==> config.mk <==
export PLATFORM = sky130hd
export DESIGN_NAME = rca_pipe_sub
export DESIGN_NICKNAME = d
export VERILOG_FILES = /design/src/rtl/rca_pkg.sv /design/src/rtl/fs_cell.sv /design/src/rtl/rca_pipe_sub.sv
export SDC_FILE = /design/constraint.sdc
export NUM_CORES = 1
export LEC_CHECK = 0
export ABC_AREA = 1
export CAP_MARGIN = 0
export CORE_UTILIZATION = 49
export DETAILED_ROUTE_END_ITERATION = 12
export PLACE_DENSITY = 0.81
export SLEW_MARGIN = 20
export SYNTH_ARGS = -nofsm -noshare
export SYNTH_HDL_FRONTEND = slang
export SYNTH_HIERARCHICAL = 1
export SYNTH_SLANG_ARGS = --single-unit
==> constraint.sdc <==
create_clock -name clk -period 5.2 [get_ports clk]
set_input_delay 0.52 -clock clk [delete_from_list [all_inputs] [get_ports clk]]
set_output_delay 0.52 -clock clk [all_outputs]
set_load 0.005 [all_outputs]
==> src/rtl/rca_pkg.sv <==
// Shared constants for the rca_pipe_sub pipelined subtractor.
//   RCA_WIDTH_DEF : default operand/result width in bits
//   RCA_SUB_LAT   : input-to-output latency in enabled clock edges
package rca_pkg;

    localparam int unsigned RCA_WIDTH_DEF = 4;
    localparam int unsigned RCA_SUB_LAT   = 2;

endpackage

==> src/rtl/fs_cell.sv <==
// One-bit full subtractor: d = x - y - bin, with the borrow out on bout.
// Ports:
//   x, y  : minuend and subtrahend bits
//   bin   : borrow in from the next-lower bit
//   d     : difference bit
//   bout  : borrow out to the next-higher bit
module fs_cell (
    input  logic x,
    input  logic y,
    input  logic bin,
    output logic d,
    output logic bout
);

    assign d    = x ^ y ^ bin;
    assign bout = (~x & y) | (~(x ^ y) & bin);

endmodule

==> src/rtl/rca_pipe_sub.sv <==
// Two-stage pipelined computation of F = (A - B - C - D) mod 2^WIDTH with a
// negative-result flag.
//   Stage 1 registers d1 = A - B (WIDTH+1 bit two's complement) and
//   s1 = C + D (WIDTH+1 bit unsigned). Stage 2 registers F and uf from d1 - s1.
// All arithmetic is built from ripple chains; no vector +/- operators.
// Build option: define RCA_SUB_SAT_EN to clamp F to 0 whenever the true result
// is negative (uf behaves the same in both builds).
// Ports:
//   clk        : clock, rising edge
//   rst        : asynchronous active-high reset
//   en         : pipeline advance enable; low holds every stage
//   in_valid   : A/B/C/D carry a valid operand set
//   A, B, C, D : unsigned operands
//   F          : result
//   uf         : true result was negative
//   out_valid  : F/uf carry a valid result
module rca_pipe_sub
    import rca_pkg::*;
#(
    parameter int unsigned WIDTH = RCA_WIDTH_DEF
) (
    input  logic             clk,
    input  logic             rst,
    input  logic             en,
    input  logic             in_valid,
    input  logic [WIDTH-1:0] A,
    input  logic [WIDTH-1:0] B,
    input  logic [WIDTH-1:0] C,
    input  logic [WIDTH-1:0] D,
    output logic [WIDTH-1:0] F,
    output logic             uf,
    output logic             out_valid
);

    // The most negative result, -3*(2^WIDTH-1), needs one bit more than
    // WIDTH+2 to keep its sign, so stage 2 works in WIDTH+3 bits.
    localparam int unsigned RW = WIDTH + 3;

    // ---------------- stage 1: A - B and C + D ----------------
    logic [WIDTH:0]   bw1;
    logic [WIDTH-1:0] diff1;
    logic [WIDTH:0]   cy1;
    logic [WIDTH-1:0] sum1;
    logic [WIDTH:0]   d1_d;
    logic [WIDTH:0]   s1_d;

    assign bw1[0] = 1'b0;
    assign cy1[0] = 1'b0;

    for (genvar i = 0; i < WIDTH; i++) begin : g_sub1
        fs_cell u_fs (
            .x    (A[i]),
            .y    (B[i]),
            .bin  (bw1[i]),
            .d    (diff1[i]),
            .bout (bw1[i+1])
        );
    end

    for (genvar i = 0; i < WIDTH; i++) begin : g_add1
        assign sum1[i]  = C[i] ^ D[i] ^ cy1[i];
        assign cy1[i+1] = (C[i] & D[i]) | (cy1[i] & (C[i] ^ D[i]));
    end

    // Borrow out of an unsigned WIDTH-bit subtraction is exactly the sign of
    // the WIDTH+1 bit two's-complement difference.
    assign d1_d = {bw1[WIDTH], diff1};
    assign s1_d = {cy1[WIDTH], sum1};

    logic [WIDTH:0] d1_q;
    logic [WIDTH:0] s1_q;
    logic           v1_q;

    // ---------------- stage 2: d1 - s1 ----------------
    logic [RW-1:0]    x2;
    logic [RW-1:0]    y2;
    logic [RW:0]      bw2;
    logic [RW-1:0]    r;
    logic             neg;
    logic [WIDTH-1:0] f_d;
    logic             unused_bits;

    assign x2     = {{2{d1_q[WIDTH]}}, d1_q};
    assign y2     = {2'b00, s1_q};
    assign bw2[0] = 1'b0;

    for (genvar i = 0; i < RW; i++) begin : g_sub2
        fs_cell u_fs (
            .x    (x2[i]),
            .y    (y2[i]),
            .bin  (bw2[i]),
            .d    (r[i]),
            .bout (bw2[i+1])
        );
    end

    assign neg = r[RW-1];

    // Upper magnitude bits and the final borrow only feed the sign.
    assign unused_bits = ^{bw2[RW], r[RW-2:WIDTH]};

    always_comb begin
        f_d = r[WIDTH-1:0];
`ifdef RCA_SUB_SAT_EN
        if (neg) begin
            f_d = '0;
        end
`endif
    end

    // ---------------- pipeline registers ----------------
    always_ff @(posedge clk or posedge rst) begin
        if (rst) begin
            d1_q      <= '0;
            s1_q      <= '0;
            v1_q      <= 1'b0;
            F         <= '0;
            uf        <= 1'b0;
            out_valid <= 1'b0;
        end else if (en) begin
            v1_q      <= in_valid;
            out_valid <= v1_q;
            if (in_valid) begin
                d1_q <= d1_d;
                s1_q <= s1_d;
            end
            // Bubbles leave the last result on F/uf untouched.
            if (v1_q) begin
                F  <= f_d;
                uf <= neg;
            end
        end
    end

endmodule

== Yosys cells after proc, flatten, opt, wreduce, memory -nomap -nowiden ==
Index checks and enable logic that the tools add are counted.
W data, S select, Z words.

* Bits of input ports: 20
* Logic and storage cells: 81
* Flip-flop bits (word level): 17
* Output and inout port bits: 6

* Reductions and logical operators: 2
* Bitwise gates (word level): 73

{| class="wikitable"
|+ Operator list
! cell !! number
|-
| $and A1 B1 Y1 || 24
|-
| $xor A1 B1 Y1 || 23
|-
| $not A1 Y1 || 16
|-
| $or A1 B1 Y1 || 10
|-
| $reduce_and A2 Y1 || 2
|}

== Logic depth before layout (Yosys ltp) ==
Gate-level depths: netlist of run 1.

* Word-level depth: 12
* Gate-level depth with buffers: 22
* Gate-level depth less buffers: 22

== Cells and area by module ==
The synthesis of run 1 kept the hierarchy.

{| class="wikitable"
|+ By module, submodules not included
! module !! times used !! sequential area each (um2) !! cells each !! area each (um2)
|-
| rca_pipe_sub || 1 || 425.4 || 88 || 809.5
|-
| fs_cell || 11 || 0.0 || 4 || 31.3
|}

== Least setup slack after synthesis of run 1 ==
No wires, ideal clock.

* Path kind: register to register
* Start: register s1_q[0]
* End: register uf
* Arrival time: 3.568 ns
* Setup time: 0.117 ns
* Path slack: 1.515 ns
* Clock period less this slack: 3.685 ns
* Stages on the path, launching flop included: 23
* Required time: 5.083 ns
* Path buffers: 0
* Cells stage by stage: dfrtp_1 > inv_1 > fa_1 > inv_1 > inv_1 > fa_1 > inv_1 > inv_1 > fa_1 > inv_1 > inv_1 > fa_1 > inv_1 > inv_1 > fa_1 > inv_1 > inv_1 > fa_1 > inv_1 > inv_1 > fa_1 > nand3_1 > nand2_1

* Longest elaborated chain between the ends: 11

{| class="wikitable"
|+ Ends and longest elaborated chain
! element !! RTL line !! text
|-
| start, declared || rca_pipe_sub.sv:71 || <nowiki>logic [WIDTH:0] s1_q;</nowiki>
|-
| start signal, assigned || rca_pipe_sub.sv:115 || <nowiki>s1_q <= '0;</nowiki>
|-
| start signal, assigned || rca_pipe_sub.sv:125 || <nowiki>s1_q <= s1_d;</nowiki>
|-
| $and A1 B1 Y1 || fs_cell.sv:16 || <nowiki>assign bout = (~x & y) | (~(x ^ y) & bin);</nowiki>
|-
| via bw2[1] || rca_pipe_sub.sv:77 || <nowiki>logic [RW:0] bw2;</nowiki>
|-
| $and A1 B1 Y1 || fs_cell.sv:16 ||
|-
| $or A1 B1 Y1 || fs_cell.sv:16 ||
|-
| via bw2[2] || rca_pipe_sub.sv:77 ||
|-
| $and A1 B1 Y1 || fs_cell.sv:16 ||
|-
| $or A1 B1 Y1 || fs_cell.sv:16 ||
|-
| via bw2[3] || rca_pipe_sub.sv:77 ||
|-
| (+2 left out) || - ||
|-
| via bw2[4] || rca_pipe_sub.sv:77 ||
|-
| $and A1 B1 Y1 || fs_cell.sv:16 ||
|-
| $or A1 B1 Y1 || fs_cell.sv:16 ||
|-
| via bw2[5] || rca_pipe_sub.sv:77 ||
|-
| $and A1 B1 Y1 || fs_cell.sv:16 ||
|-
| via bw2[6] || rca_pipe_sub.sv:77 ||
|-
| $xor A1 B1 Y1 || fs_cell.sv:15 || <nowiki>assign d = x ^ y ^ bin;</nowiki>
|-
| via neg || rca_pipe_sub.sv:79 || <nowiki>logic neg;</nowiki>
|-
| end signal, assigned || rca_pipe_sub.sv:130 || <nowiki>uf <= neg;</nowiki>
|-
| end, declared || rca_pipe_sub.sv:31 || <nowiki>output logic uf,</nowiki>
|}

The timed path passes the listed nets, and every way through them passes these cells.
A chain may end at the register's enable or synchronous reset.

== Worst setup path in the final report of run 1 ==
Same ends and word-level chain as after synthesis.

==> results.json, run 1 <==
{
  "slew_viol_final": 0,
  "postCtsSetupBuffers": 0,
  "fin_crit_sh_pct": 75.1,
  "port_buffers": 25,
  "design.die.area_um2": 2540,
  "start_util_pct": 52.0,
  "cp-end-kind": "flip-flop",
  "dr.pass1.iters": 4,
  "htree_levels": 1,
  "area_delta_synth_final_pct": 24.5,
  "cts-resized-gates": 0,
  "rsz0062_at_grt": "no",
  "grt_use_total_pct": 16.2,
  "antenna_found_initial": 0,
  "skew_ns": 0.00204,
  "status": "finished clean",
  "slew_headroom_pct": 54.7,
  "wl_um": 1650,
  "clock_path_buffers": 2,
  "cp.required_ns": 5.42,
  "grt_pass1_wl_um": 3060,
  "cp-start-kind": "flip-flop",
  "vdd_drop_max_mv": 0.142,
  "yosysWarningCount": 6,
  "place_area_um2": 1410,
  "drt_iter0_markers": 8,
  "first_global_vias": 830,
  "max_cap_violations": 0,
  "powerDensity_nw_per_um2": 280,
  "finish.instance_area_um2": 1430,
  "worst_pin_slew_ns": 0.677,
  "dp.cells": 183,
  "post-route-drc-count": 0,
  "die_y_um": 50.4,
  "globalplace.congestion": 0.657,
  "setup_violations": 0,
  "syn_area_um2": 1150,
  "synthesis.instances": 131,
  "holdBufCountCts": 0,
  "cts_buffers": 3,
  "clock_latency_ns": 0.28,
  "worstPathArrival_ns": 4.13,
  "postSynthAreaPerCell_um2": 8.78,
  "grt_start_max_net_pins": 20,
  "min_period_ns": 3.90,
  "antenna_left": 0,
  "cts_root_buf": "clkbuf_4",
  "cts.sinks": 17,
  "placementRows": 17,
  "instances_no_fill": 187,
  "pre_cts_slack_ns": 1.29,
  "cts_tree": "yes",
  "ios": 26,
  "drt-wirelength-per-cell_um": 8.81,
  "hold_path_depth": 2,
  "hold_class": "reg2reg",
  "max_freq_mhz": 256,
  "reg2regPathDepth": 22,
  "overflow": 0,
  "drive_gt1_share_pct": 3.77,
  "vias": 818,
  "layout.nets": 195,
  "antennaDiodeCount": 0,
  "die_x_um": 50.4,
  "clkTransAtPathRegs_ns": 0.09,
  "core_area_um2": 2210,
  "crit_type": "reg2reg",
  "cp_max_fo": 2,
  "hold_violations": 0,
  "tns_ns": 0,
  "setup_ws_ns": 1.30,
  "p_leak_nw": 0.792,
  "hpwl_um": 1350,
  "via_per_inst": 4.37
}
[worst paths after layout]
check / from / endpoint / slack (ns)
setup / recovery: s1_q[0] / uf / 1.30
min in group asynchronous: rst / out_valid / 0.61
hold / removal: F[2] / F[2] / 0.48
setup reg to reg: s1_q[0] / uf / 1.30
hold reg to reg: F[2] / F[2] / 0.48
max in group asynchronous: rst / d1_q[0] / 4.20
[registers in the layout, indices dropped and copies added, names as in the netlist]
signal,flops
d1_q,5
s1_q,5
F,4
out_valid,1
uf,1
v1_q,1
[critical path, stage by stage, from the launching register on]
cell	delay [ns]
dfrtp_1	0.37
inv_1	0.06
fa_1	0.40
inv_1	0.06
inv_1	0.04
fa_1	0.37
inv_1	0.06
inv_1	0.04
fa_1	0.35
inv_1	0.06
inv_1	0.05
fa_1	0.36
inv_1	0.07
inv_1	0.04
fa_1	0.36
inv_1	0.06
inv_1	0.04
fa_1	0.35
inv_1	0.06
inv_1	0.04
fa_1	0.47
nand3_1	0.07
nand2_1	0.09
[final cells by class]
class	count	area [µm²]
Tap cell	28	35.0
Sequential cell	17	425
Inverter	45	169
Timing Repair Buffer	25	250
Fill cell	195	781
Clock buffer	4	26.3
Multi-Input combinational cell	68	526
[cells in the final DEF (no fill, tap or decap), drive strengths merged]
| cell | count |
|---|---|
| clkbuf | 4 |
| clkdlybuf4s50 | 25 |
| conb | 4 |
| dfrtp | 17 |
| fa | 14 |
| ha | 1 |
| inv | 45 |
| nand2 | 32 |
| nand3 | 15 |
| o21ai | 2 |
[layer usage]
layer | share of wire [%] | wire length (µm) | up-vias | track usage [%]
li1 | - | - | 415 | -
met3 | 5.2 | 86 | 2 | 2.73
met1 | 42 | 697 | 371 | 17.4
met2 | 51 | 843 | 30 | 30.0
met4 | 1.2 | 19 | 0 | 8.33
met5 | 0 | 0 | - | 0
[power breakdown]
part	total, W	switching [W]	leakage (nW)	internal (W)
Sequential	0.000186	0.0000215	0.211	0.000164
Clock	0.0000678	0.0000381	0.0150	0.0000297
Combinational	0.000147	0.0000667	0.567	0.0000799
[stage by stage]
stage                     utilization, %  hold slack, ns  power, W
after floorplan                        -           0.442  0.000271
after global placement              63.5           0.453  0.000329
after detailed placement            63.5           0.459  0.000337
after CTS                           64.7           0.482  0.000405
after global routing                64.7           0.513  0.000439
final                               64.7           0.477  0.000400
Note: power is estimated with default switching activity, not from simulation.
==> run 2, diff against run 1 <==
--- a/config.mk
+++ b/config.mk
@@ -7,9 +7,9 @@
 export LEC_CHECK = 0
 export ABC_AREA = 1
 export CAP_MARGIN = 0
-export CORE_UTILIZATION = 49
+export CORE_UTILIZATION = 45
 export DETAILED_ROUTE_END_ITERATION = 12
-export PLACE_DENSITY = 0.81
+export PLACE_DENSITY = 0.79
 export SLEW_MARGIN = 20
 export SYNTH_ARGS = -nofsm -noshare
 export SYNTH_HDL_FRONTEND = slang
==> constraint.sdc (replaced) <==
create_clock -name clk -period 3.1 [get_ports clk]
set_input_delay 0.31 -clock clk [delete_from_list [all_inputs] [get_ports clk]]
set_output_delay 0.31 -clock clk [all_outputs]
set_load 0.005 [all_outputs]
==> run 2 against run 1 <==
  * The flow now finishes with violations (setup timing)
  * Sequential share of layout area shrank 0.78 points
  * Setup slack lost 1.9 ns
  * Combinational power grew 91%
  * Die area grew 8.5%
  * First-iteration DRC count is the same
  * Utilization shrank 1.3 points
  * Clock power grew 70%
  * Clock skew grew 0.0032 ns
  * Non-clock buffer count grew 3
  * Wire length grew 13%
==> results.json, run 2 (synthesis gave the netlist of run 1 again) <==
{
  "fin_util_pct": 63.4,
  "first_global_vias": 884,
  "reg_top3": "d1_q x5, s1_q x5, F x4",
  "cp-end-kind": "flip-flop",
  "r2r_setup_slack_ns": -0.57,
  "pre_cts_slack_ns": -0.616,
  "via_per_inst": 4.41,
  "tns_ns": -0.571,
  "seq_area_um2": 425,
  "post-route-drc-count": 0,
  "htree_levels": 1,
  "setup_violations": 1,
  "worst_pin_slew_ns": 0.675,
  "p_sw_w": 0.000235,
  "p_int_w": 0.000475,
  "cp-start-kind": "flip-flop",
  "finish.instance_area_um2": 1470,
  "max_cap_violations": 0,
  "antennaDiodeCount": 0,
  "power_frac_seq_pct": 44.2,
  "start_util_pct": 49.6,
  "placementRows": 17,
  "r2r-end": "uf",
  "place_area_um2": 1430,
  "core_area_um2": 2320,
  "slew_headroom_pct": 54.8,
  "p_leak_nw": 0.797,
  "ios": 26,
  "vdd_drop_max_mv": 0.240,
  "drive_gt1_share_pct": 14.8,
  "die_y_um": 52.6,
  "die_x_um": 52.6,
  "swShare_pct": 33.1,
  "hpwl_um": 1590,
  "status": "finished with violations",
  "cts_buffers": 3,
  "nFillCells": 199,
  "dr.max_layer_used": "met4",
  "grt_pass1_wl_um": 3330,
  "worstPathArrival_ns": 3.85,
  "grt_start_max_net_pins": 20,
  "clock_latency_ns": 0.28,
  "violations": "setup timing",
  "wl_met3_um": 110,
  "overflow": 0,
  "cts_root_buf": "clkbuf_4",
  "layout.nets": 198,
  "route.met2.wl_um": 995,
  "wl_um": 1870,
  "cp_max_fo": 2,
  "hold_violations": 0,
  "dr.pass1.iters": 3,
  "rsz0062_at_grt": "yes",
  "combPwrFrac_pct": 39.6,
  "p_clk_share_pct": 16.2,
  "cp.required_ns": 3.28,
  "globalplace.congestion": 0.637,
  "clock_path_buffers": 2,
  "drt_iter0_markers": 8,
  "setup_ws_ns": -0.571,
  "reg2regPathDepth": 22,
  "cts_tree": "yes",
  "wl_met1_um": 706,
  "final_common_cell": "inv_1",
  "multi_input_area_um2": 541,
  "antenna_left": 0,
  "powerDensity_nw_per_um2": 483,
  "design.die.area_um2": 2760,
  "area_delta_synth_final_pct": 27.9,
  "antenna_found_initial": 0,
  "max_freq_mhz": 272,
  "grt_use_total_pct": 16.8,
  "vias": 838,
  "clkTransAtPathRegs_ns": 0.10,
  "cts.sinks": 17,
  "skew_ns": 0.00529,
  "port_buffers": 25,
  "slew_viol_final": 0,
  "crit_type": "reg2reg",
  "layout_common_cells": "37 x inv_1, 29 x nand2_1, 25 x clkdlybuf4s50_1",
  "min_period_ns": 3.67,
  "hold_class": "in2async",
  "drt-wirelength-per-cell_um": 9.83,
  "fin_crit_sh_pct": 118,
  "hold_ws_ns": 0.392,
  "r2r-start": "s1_q[0]"
}
==> run 2: cell count changes in the layout (fill, tap and decap cells not counted), sizes merged <==
cell,delta
clkbuf,-1
clkinv,+1
buf,+3
==> run 2: worst max-delay path, stage by stage, from the launching register on <==
cell     delay [ns]
dfrtp_1        0.37
inv_2          0.05
fa_2           0.36
inv_1          0.05
inv_1          0.04
fa_2           0.33
inv_2          0.05
inv_1          0.04
fa_2           0.33
inv_2          0.06
inv_2          0.03
fa_2           0.33
inv_2          0.06
inv_2          0.03
fa_2           0.32
inv_2          0.06
inv_2          0.04
fa_2           0.33
inv_1          0.06
inv_1          0.04
fa_1           0.44
nand3_1        0.10
nand2_1        0.06
==> run 2: power by group through the flow <==
stage | combinational [W] | clock (W) | sequential [W]
final | 0.000281 | 0.000115 | 0.000314
after global placement | 0.000247 | 0 | 0.000314
after global routing | 0.000326 | 0.000128 | 0.000321
after CTS | 0.000283 | 0.000116 | 0.000315
after detailed placement | 0.000268 | 0 | 0.000319
after floorplan | 0.000144 | 0 | 0.000316
==> run 2: what timing repair did <==
| action | CTS | global route |
|---|---|---|
| endpoints found under the setup margin | 1 | 1 |
| setup buffers | 1 | 1 |
| gates resized for setup | 6 | 1 |
| hold buffers | 0 | 0 |
| pin swaps | 1 | 0 |
==> run 2: area by class of cell <==
class	count	share of cell area [%]
Clock buffer	3	1.53
Clock inverter	1	0.340
Inverter	45	11.5
Multi-Input combinational cell	68	36.8
Sequential cell	17	28.9
Tap cell	28	2.38
Timing Repair Buffer	28	18.6
==> run 2: per-layer routing <==
metal / vias up / GRT usage (%)
met2: 30 / 34.6
li1: 417 / -
met4: 0 / 7.02
met1: 385 / 15.4
met3: 6 / 3.19
met5: - / 0
==> run 2: worst max path at each step <==
stage | from | slack, ns | cells after the start | endpoint
global placement | s1_q[0] | -0.47 | 22 | uf
floorplan | s1_q[0] | -0.37 | 22 | uf
finish | s1_q[0] | -0.57 | 22 | uf
CTS | s1_q[0] | -0.58 | 22 | uf
global route | s1_q[0] | -0.73 | 22 | uf
detailed placement | s1_q[0] | -0.62 | 22 | uf
==> run 2: through the flow <==
| step | cells | power, W |
|---|---|---|
| CTS | 189 | 0.000713 |
| finish | 190 | 0.000710 |
| floorplan | 134 | 0.000460 |
| detailed placement | 184 | 0.000587 |
| global route | 190 | 0.000775 |
| global placement | 184 | 0.000561 |
==> run 3, diff against run 2 <==
--- a/config.mk
+++ b/config.mk
@@ -5,11 +5,10 @@
 export SDC_FILE = /design/constraint.sdc
 export NUM_CORES = 1
 export LEC_CHECK = 0
-export ABC_AREA = 1
 export CAP_MARGIN = 0
-export CORE_UTILIZATION = 45
+export CORE_UTILIZATION = 44
 export DETAILED_ROUTE_END_ITERATION = 12
-export PLACE_DENSITY = 0.79
+export PLACE_DENSITY = 0.78
 export SLEW_MARGIN = 20
 export SYNTH_ARGS = -nofsm -noshare
 export SYNTH_HDL_FRONTEND = slang
==> run 3 against run 2 <==
  * Worst hold slack improved by 0.016 ns
  * Highest routed layer is now met3
  * Sequential cell count is the same
  * Non-clock buffer count shrank 2
  * Power increased by 10%
  * Register-to-register slack lost 0.12 ns
  * Synthesized area is 6.6% lower
  * Clock power about the same
  * Count of clock-buffer cells in the layout is 1 higher
  * The run still ends with setup timing left
  * Final cell count decreased by 17%
  * Sequential share of layout area increased by 0.97 points
  * Via count shrank 21%
==> results.json, run 3 <==
{
  "yosysWarningCount": 6,
  "port_buffers": 25,
  "cts_root_buf": "clkbuf_4",
  "synthesis.instances": 97,
  "die_y_um": 51.4,
  "cp-start-kind": "flip-flop",
  "max_cap_violations": 0,
  "cts_buffers": 3,
  "via_per_inst": 4.17,
  "reg_top3": "d1_q x5, s1_q x5, F x4",
  "cp.required_ns": 3.27,
  "core_area_um2": 2250,
  "crit_top_cell": "inv_2",
  "cts.sinks": 17,
  "drt-wirelength-per-cell_um": 11.7,
  "htree_levels": 1,
  "clock_latency_ns": 0.28,
  "rsz0062_at_grt": "yes",
  "p_leak_nw": 0.715,
  "drt_iter0_markers": 1,
  "grt_use_total_pct": 17.2,
  "min_period_ns": 3.79,
  "antenna_left": 0,
  "final_common_cell": "inv_1",
  "layout.nets": 166,
  "tns_ns": -0.692,
  "instances_no_fill": 158,
  "layout_common_cells": "33 x inv_1, 25 x clkdlybuf4s50_1, 17 x dfrtp_1",
  "max_freq_mhz": 264,
  "cpPeakStageDelay_ns": 0.44,
  "grt_pass1_wl_um": 3280,
  "violations": "setup timing",
  "worst_pin_slew_ns": 0.665,
  "fin_crit_sh_pct": 122,
  "hold_class": "in2async",
  "cts_tree": "yes",
  "crit_type": "reg2reg",
  "worstPathCellList": "inv_2, fa_2, inv_2, inv_2, fa_2, inv_2, inv_2, fa_2, inv_2, inv_2, fa_2, inv_2, inv_2, fa_2, inv_1, inv_1, fa_2, inv_2, inv_2, fa_1, mux2_4",
  "status": "finished with violations",
  "worstPathArrival_ns": 3.96,
  "hpwl_um": 1550,
  "dr.pass1.iters": 4,
  "cp-end-kind": "flip-flop",
  "vdd_drop_max_mv": 0.382,
  "dp.cells": 153,
  "clkTransAtPathRegs_ns": 0.10,
  "placementRows": 17,
  "hold_violations": 0,
  "die_x_um": 51.4,
  "powerDensity_nw_per_um2": 550,
  "ios": 26,
  "start_util_pct": 47.6,
  "globalplace.congestion": 0.716,
  "slew_viol_final": 0,
  "antenna_found_initial": 0,
  "overflow": 0,
  "setup_ws_ns": -0.692,
  "r2r_setup_slack_ns": -0.69,
  "first_global_vias": 754,
  "antennaDiodeCount": 0,
  "skew_ns": 0.0100,
  "wl_um": 1840,
  "cp_slowest_cell": "fa_1",
  "pre_cts_slack_ns": -0.688,
  "syn_area_um2": 1070,
  "postSynthAreaPerCell_um2": 11.1,
  "critPathTopFamily": "adder cells",
  "cp_max_fo": 2,
  "hold_ws_ns": 0.407,
  "vias": 659,
  "drive_gt1_share_pct": 26.2,
  "setup_violations": 1,
  "slew_headroom_pct": 55.6,
  "post-route-drc-count": 0,
  "area_delta_synth_final_pct": 32.5,
  "critical_path_buf_inv_count": 13,
  "total_power_w": 0.000783,
  "grt_start_max_net_pins": 18,
  "design.die.area_um2": 2640,
  "clock_path_buffers": 2
}
[run 3: metal layers]
layer  vias to the layer above  GRT usage [%]  wire length, µm  share of wire (%)
met1                       317           18.6              692                 38
met4                         0           2.70                0                  0
met2                        15           34.8             1090                 59
met3                         0           2.68               60                3.3
met5                         -              0                0                  0
li1                        327              -                -                  -
[run 3: what timing repair did]
item                       4_1_cts  5_1_grt
buffers inserted                 1        0
setup endpoints to repair        1        1
hold buffers                     0        0
cloned                           0        0
gates resized for setup          3        7
[run 3: worst paths after layout]
kind	depth (start not counted)	from	end
max	21	s1_q[0]	uf
min	2	rst	F[3]
max reg2reg	21	s1_q[0]	uf
min reg2reg	1	F[0]	F[0]
max in group asynchronous	2	rst	d1_q[0]
min in group clk	1	F[0]	F[0]
[run 3: cell type report]
cell class                 count  area (µm²)
clock buffer                   4        26.3
tap                           28        35.0
inverter                      44         165
multi-input combinational     39         513
fill                         221         832
timing repair buffer          26         258
sequential                    17         425
[run 3: where the power goes]
group	switching [W]	internal [W]	total, W
Clock	0.0000670	0.0000499	0.000117
Sequential	0.0000472	0.000289	0.000337
Combinational	0.000133	0.000196	0.000329
Total	0.000247	0.000535	0.000783
[run 3: worst register-to-register path, cell delays in order (launching register included)]
cell and delay [ns]:
dfrtp_1 0.38, inv_2 0.05, fa_2 0.38, inv_2 0.06, inv_2 0.03, fa_2 0.32, inv_2 0.06, inv_2 0.03
fa_2 0.33, inv_2 0.06, inv_2 0.03, fa_2 0.32, inv_2 0.06, inv_2 0.03, fa_2 0.32, inv_1 0.06
inv_1 0.04, fa_2 0.33, inv_2 0.06, inv_2 0.03, fa_1 0.44, mux2_4 0.28
[run 3: through the flow]
step | util [%] | instance area [µm²]
global route | 63.1 | 1420
finish | 63.1 | 1420
global placement | 61.6 | 1390
detailed placement | 61.6 | 1390
floorplan | - | 1100
CTS | 63.1 | 1420
==> edit 1, RTL diff (config.mk and constraints of run 1) <==
`RCA_WIDTH_DEF`: 4 -> 6.
--- a/src/rtl/rca_pkg.sv
+++ b/src/rtl/rca_pkg.sv
@@ -5,3 +5,3 @@
 
-    localparam int unsigned RCA_WIDTH_DEF = 4;
+    localparam int unsigned RCA_WIDTH_DEF = 6;
     localparam int unsigned RCA_SUB_LAT   = 2;
Interface: changed (5 resized); port bits go from 26 to 36. The function was not compared with the original's and may differ.
==> edit 1 against run 1 <==
- the flow now finishes with violations (DRC)
- total power up 37%
- sequential share of layout area is 0.33 points higher
- cell area is 34% higher
- setup slack got worse by 0.93 ns
- wire length grew 43%
- combinational power grew 46%
- global-route usage rose by 1.1 points
- sequential power grew 37%
- sequential cell count rose by 6
- critical path depth rose by 6
- area after synthesis rose by 33%
- largest cell class unchanged
==> edit 1: results (changes against run 1) <==
* Outcome: finished with violations
* Failing checks: DRC
* TritonCTS buffer count at 3 (unchanged)
* Biggest regs: d1_q x7, s1_q x7, F x6
* Avg Synthesized Cell Area at 8.72 um2 (-0.71%)
* Root Buffer: clkbuf_4
* Vias in the first global route at 1139 (+37%)
* Post-DR vias/cell at 4.51 (+3.1%)
* # DRC at 2 (+2)
* GRT Util Overall at 0.173 (+0.0113)
* Port Buf Inserts at 35 (+40%)
* Proportion of layout cells with a drive suffix above 1 at 0.0190 (-0.0188)
* HPWL after detailed placement at 1.94 mm (+44%)
* Slowest cell delay on critical path at 0.47 ns (about the same)
* Met1 Routed Length at 935 um (+34%)
* Gates resized, CTS repair at 0 (unchanged)
* WL met3 at 147 um (+71%)
* Critical Path AT at 5.07 ns (+0.94 ns)
* Maximum vdd ir drop at 0.126 mV (-11%)
* Nets at 261 (+34%)
* Net Sw Frac at 0.325 (+0.00891)
* Clock Latency Late Sink at 0.31 ns (+0.03 ns)
* DR top layer: met4
* Post-CTS Hold Fix Bufs at 0 (unchanged)
* Clk_skew at 0.00954 ns (+0.00750 ns)
* Placer Congestion at 0.750 (+14%)
* Worst-path clk slew at 0.12 ns (+0.03 ns)
* Placed insts at 238 (+30%)
* Slew @ Worst Pin at 0.835 ns (+0.158 ns)
* P_leak at 0.00106 uW (+33%)
* WL per Instance at 9.70 um (+10%)
* Drt pass-1 iters at 8 (+4)
* Synth Warn # at 6 (unchanged)
* Global-route wire length before repair at 4.40 mm (+44%)
* Clock Path Buffers at 2 (unchanged)
* Filler cell count at 238 (+22%)
* Initial drt markers at 44 (+36)
* Overall routed net length at 2.35 mm (+43%)
* Met2 wire length at 1.21 mm (+44%)
* Largest net degree at the start of global routing at 26 (+30%)
* Dpl ws at 0.401 ns (-0.891 ns)
edit 1: worst max-delay path: cells and delay by family (launching register included):
kind,cells,cell delay (ns)
buf+inv,17,0.86
flops,1,0.36
fa+ha+maj,9,3.35
simple gates,2,0.19
edit 1: power groups by stage:
stage	logic [uW]	registers (uW)	clock network [uW]
2_1_floorplan	120	255	0
3_3_place_gp	206	255	0
3_5_place_dp	217	259	0
4_1_cts	219	255	82.1
5_1_grt	251	262	88.9
6_report	214	255	79.7
edit 1: layout make-up:
| cell class | instances | area, um2 | share of cell area |
|---|---|---|---|
| Multi-Input combinational cell | 92 | 711 | 0.371 |
| Sequential cell | 23 | 576 | 0.300 |
| Timing Repair Buffer | 35 | 350 | 0.183 |
| Inverter | 57 | 214 | 0.112 |
| Tap cell | 31 | 38.8 | 0.0202 |
| Clock buffer | 4 | 26.3 | 0.0137 |
edit 1: worst paths after layout:
kind | from | endpoint | slack [ns] | cells past startpoint
max in group asynchronous | rst | s1_q[5] | 4.03 | 2
worst max register to register | s1_q[0] | uf | 0.37 | 28
worst min-delay path | F[2] | F[2] | 0.48 | 2
worst max-delay path | s1_q[0] | uf | 0.37 | 28
worst min register to register | F[2] | F[2] | 0.48 | 2
min in group asynchronous | rst | F[3] | 0.66 | 2
edit 1: per-stage QoR:
step	hold WS, ns	cell area (um2)
2_1_floorplan	0.442	1540
3_3_place_gp	0.452	1890
3_5_place_dp	0.457	1890
4_1_cts	0.487	1920
5_1_grt	0.505	1920
6_report	0.485	1920
edit 1: routing by layer:
| metal | global-route usage | vias to the layer above |
|---|---|---|
| met5 | 0 | - |
| met4 | 0.0816 | 0 |
| met2 | 0.322 | 41 |
| met3 | 0.0201 | 4 |
| met1 | 0.198 | 492 |
| li1 | - | 554 |
==> edit 2, RTL diff (flow settings as in run 1) <==
Without the edit above. Reset style: synchronous (`rst`), changed in one clocked block. Comments in the files are not updated.
--- a/src/rtl/rca_pipe_sub.sv
+++ b/src/rtl/rca_pipe_sub.sv
@@ -111,3 +111,3 @@
     // ---------------- pipeline registers ----------------
-    always_ff @(posedge clk or posedge rst) begin
+    always_ff @(posedge clk) begin
         if (rst) begin
Behaviour: differs if rst is asserted again (counterexample within 4 cycles, from zero or initial values and one cycle with rst high); with rst held inactive, the same outputs for 10 cycles.
==> edit 2 against run 1 <==
- sequential cell count unchanged
- total power decreased by 26%
- setup slack improved by 0.084 ns
- area after synthesis decreased by 1.5%
- wire length increased by 8.9%
- die area decreased by 1.5%
- cell area decreased by 0.44%
- fmax increased by 2.2%
- critical endpoint is now uf
- largest cell class unchanged
- highest routed layer unchanged
==> edit 2: results (changes against run 1) <==
* Hold EP: out_valid
* Filler cell count at 186 (-4.6%)
* Post-DR vias/cell at 4.25 (-2.7%)
* Internal at 205 uW (-25%)
* FFs & Latches at 17 (unchanged)
* Clk_skew at 0.00663 ns (+0.00459 ns)
* Mapped Cells at 156 (+19%)
* HPWL after detailed placement at 1.45 mm (+7.5%)
* Met2 Usage GRT at 0.322 (+0.0222)
* #MultiIn Comb at 85 (+25%)
* Synth Warn # at 6 (unchanged)
* P_leak at 0.000756 uW (-4.6%)
* Proportion of layout cells with a drive suffix above 1 at 0.0380 (+0.000308)
* Crit path capture: uf
* Fin crit share at 0.735 (-0.0162)
* Nets at 220 (+13%)
* Met2 wire length at 951 um (+13%)
* WL per Instance at 8.46 um (-3.9%)
* Clock Latency Late Sink at 0.30 ns (+0.02 ns)
* Setup TNS Final at 0 ns (unchanged)
* Global-route wire length before repair at 3.31 mm (+8.1%)
* Met3 Use GR at 0.0278 (+0.000505)
* Maximum vdd ir drop at 0.107 mV (-24%)
* Biggest regs: d1_q x5, s1_q x5, F x4
* Clock Path Buffers at 2 (unchanged)
* Multi-input gate area at 573 um2 (+9.0%)
* Initial antenna violation count at 0 (unchanged)
* Gates resized, CTS repair at 0 (unchanged)
* Via Count at 902 (+10%)
* Critical Path AT at 4.03 ns (-0.10 ns)
* WL met3 at 75 um (-13%)
* Vias in the first global route at 917 (+10%)
* Met1 Routed Length at 734 um (+5.3%)
* GR Layer Usage met1 at 0.183 (+0.00915)
* Outcome: finished clean
* Sequential share of power at 0.488 (+0.024)
* Combinational power share at 0.264 (-0.102)
* Largest net degree at the start of global routing at 16 (-20%)
* FF/Latch Area at 340 um2 (-20%)
* Non-clk bufs at 25 (unchanged)
* Inverters at 53 (+18%)
* R2R Path Start: s1_q[0]
* Initial drt markers at 18 (+10)
* Placed insts at 208 (+14%)
* Placer Congestion at 0.704 (+7.1%)
* Clock-cell share of area at 0.0193 (+0.000958)
* GRT Util Overall at 0.178 (+0.0162)
* Post-CTS Setup Repair Bufs at 0 (unchanged)
* Buffering overhead at 0.176 (+0.000767)
* Hold Path Origin: out_valid
==> edit 2: through the flow <==
stage | hold slack [ns] | power [uW] | area (um2)
6_report | 0.477 | 295 | 1430
5_1_grt | 0.512 | 318 | 1430
4_1_cts | 0.481 | 298 | 1430
3_5_place_dp | 0.464 | 226 | 1400
3_3_place_gp | 0.448 | 222 | 1400
2_1_floorplan | 0.433 | 197 | 1140
==> edit 2: critical path: stages (launching register included) <==
cell and delay [ns]:
dfxtp_1 0.34, inv_1 0.06, fa_1 0.42, inv_1 0.06, inv_1 0.04, fa_1 0.35, inv_1 0.06, inv_1 0.04
fa_1 0.34, inv_1 0.06, inv_1 0.04, fa_1 0.35, inv_1 0.06, inv_1 0.04, fa_1 0.35, inv_1 0.06
inv_1 0.04, fa_1 0.35, inv_1 0.06, inv_1 0.04, fa_1 0.42, nor2_1 0.11, nor2_1 0.06
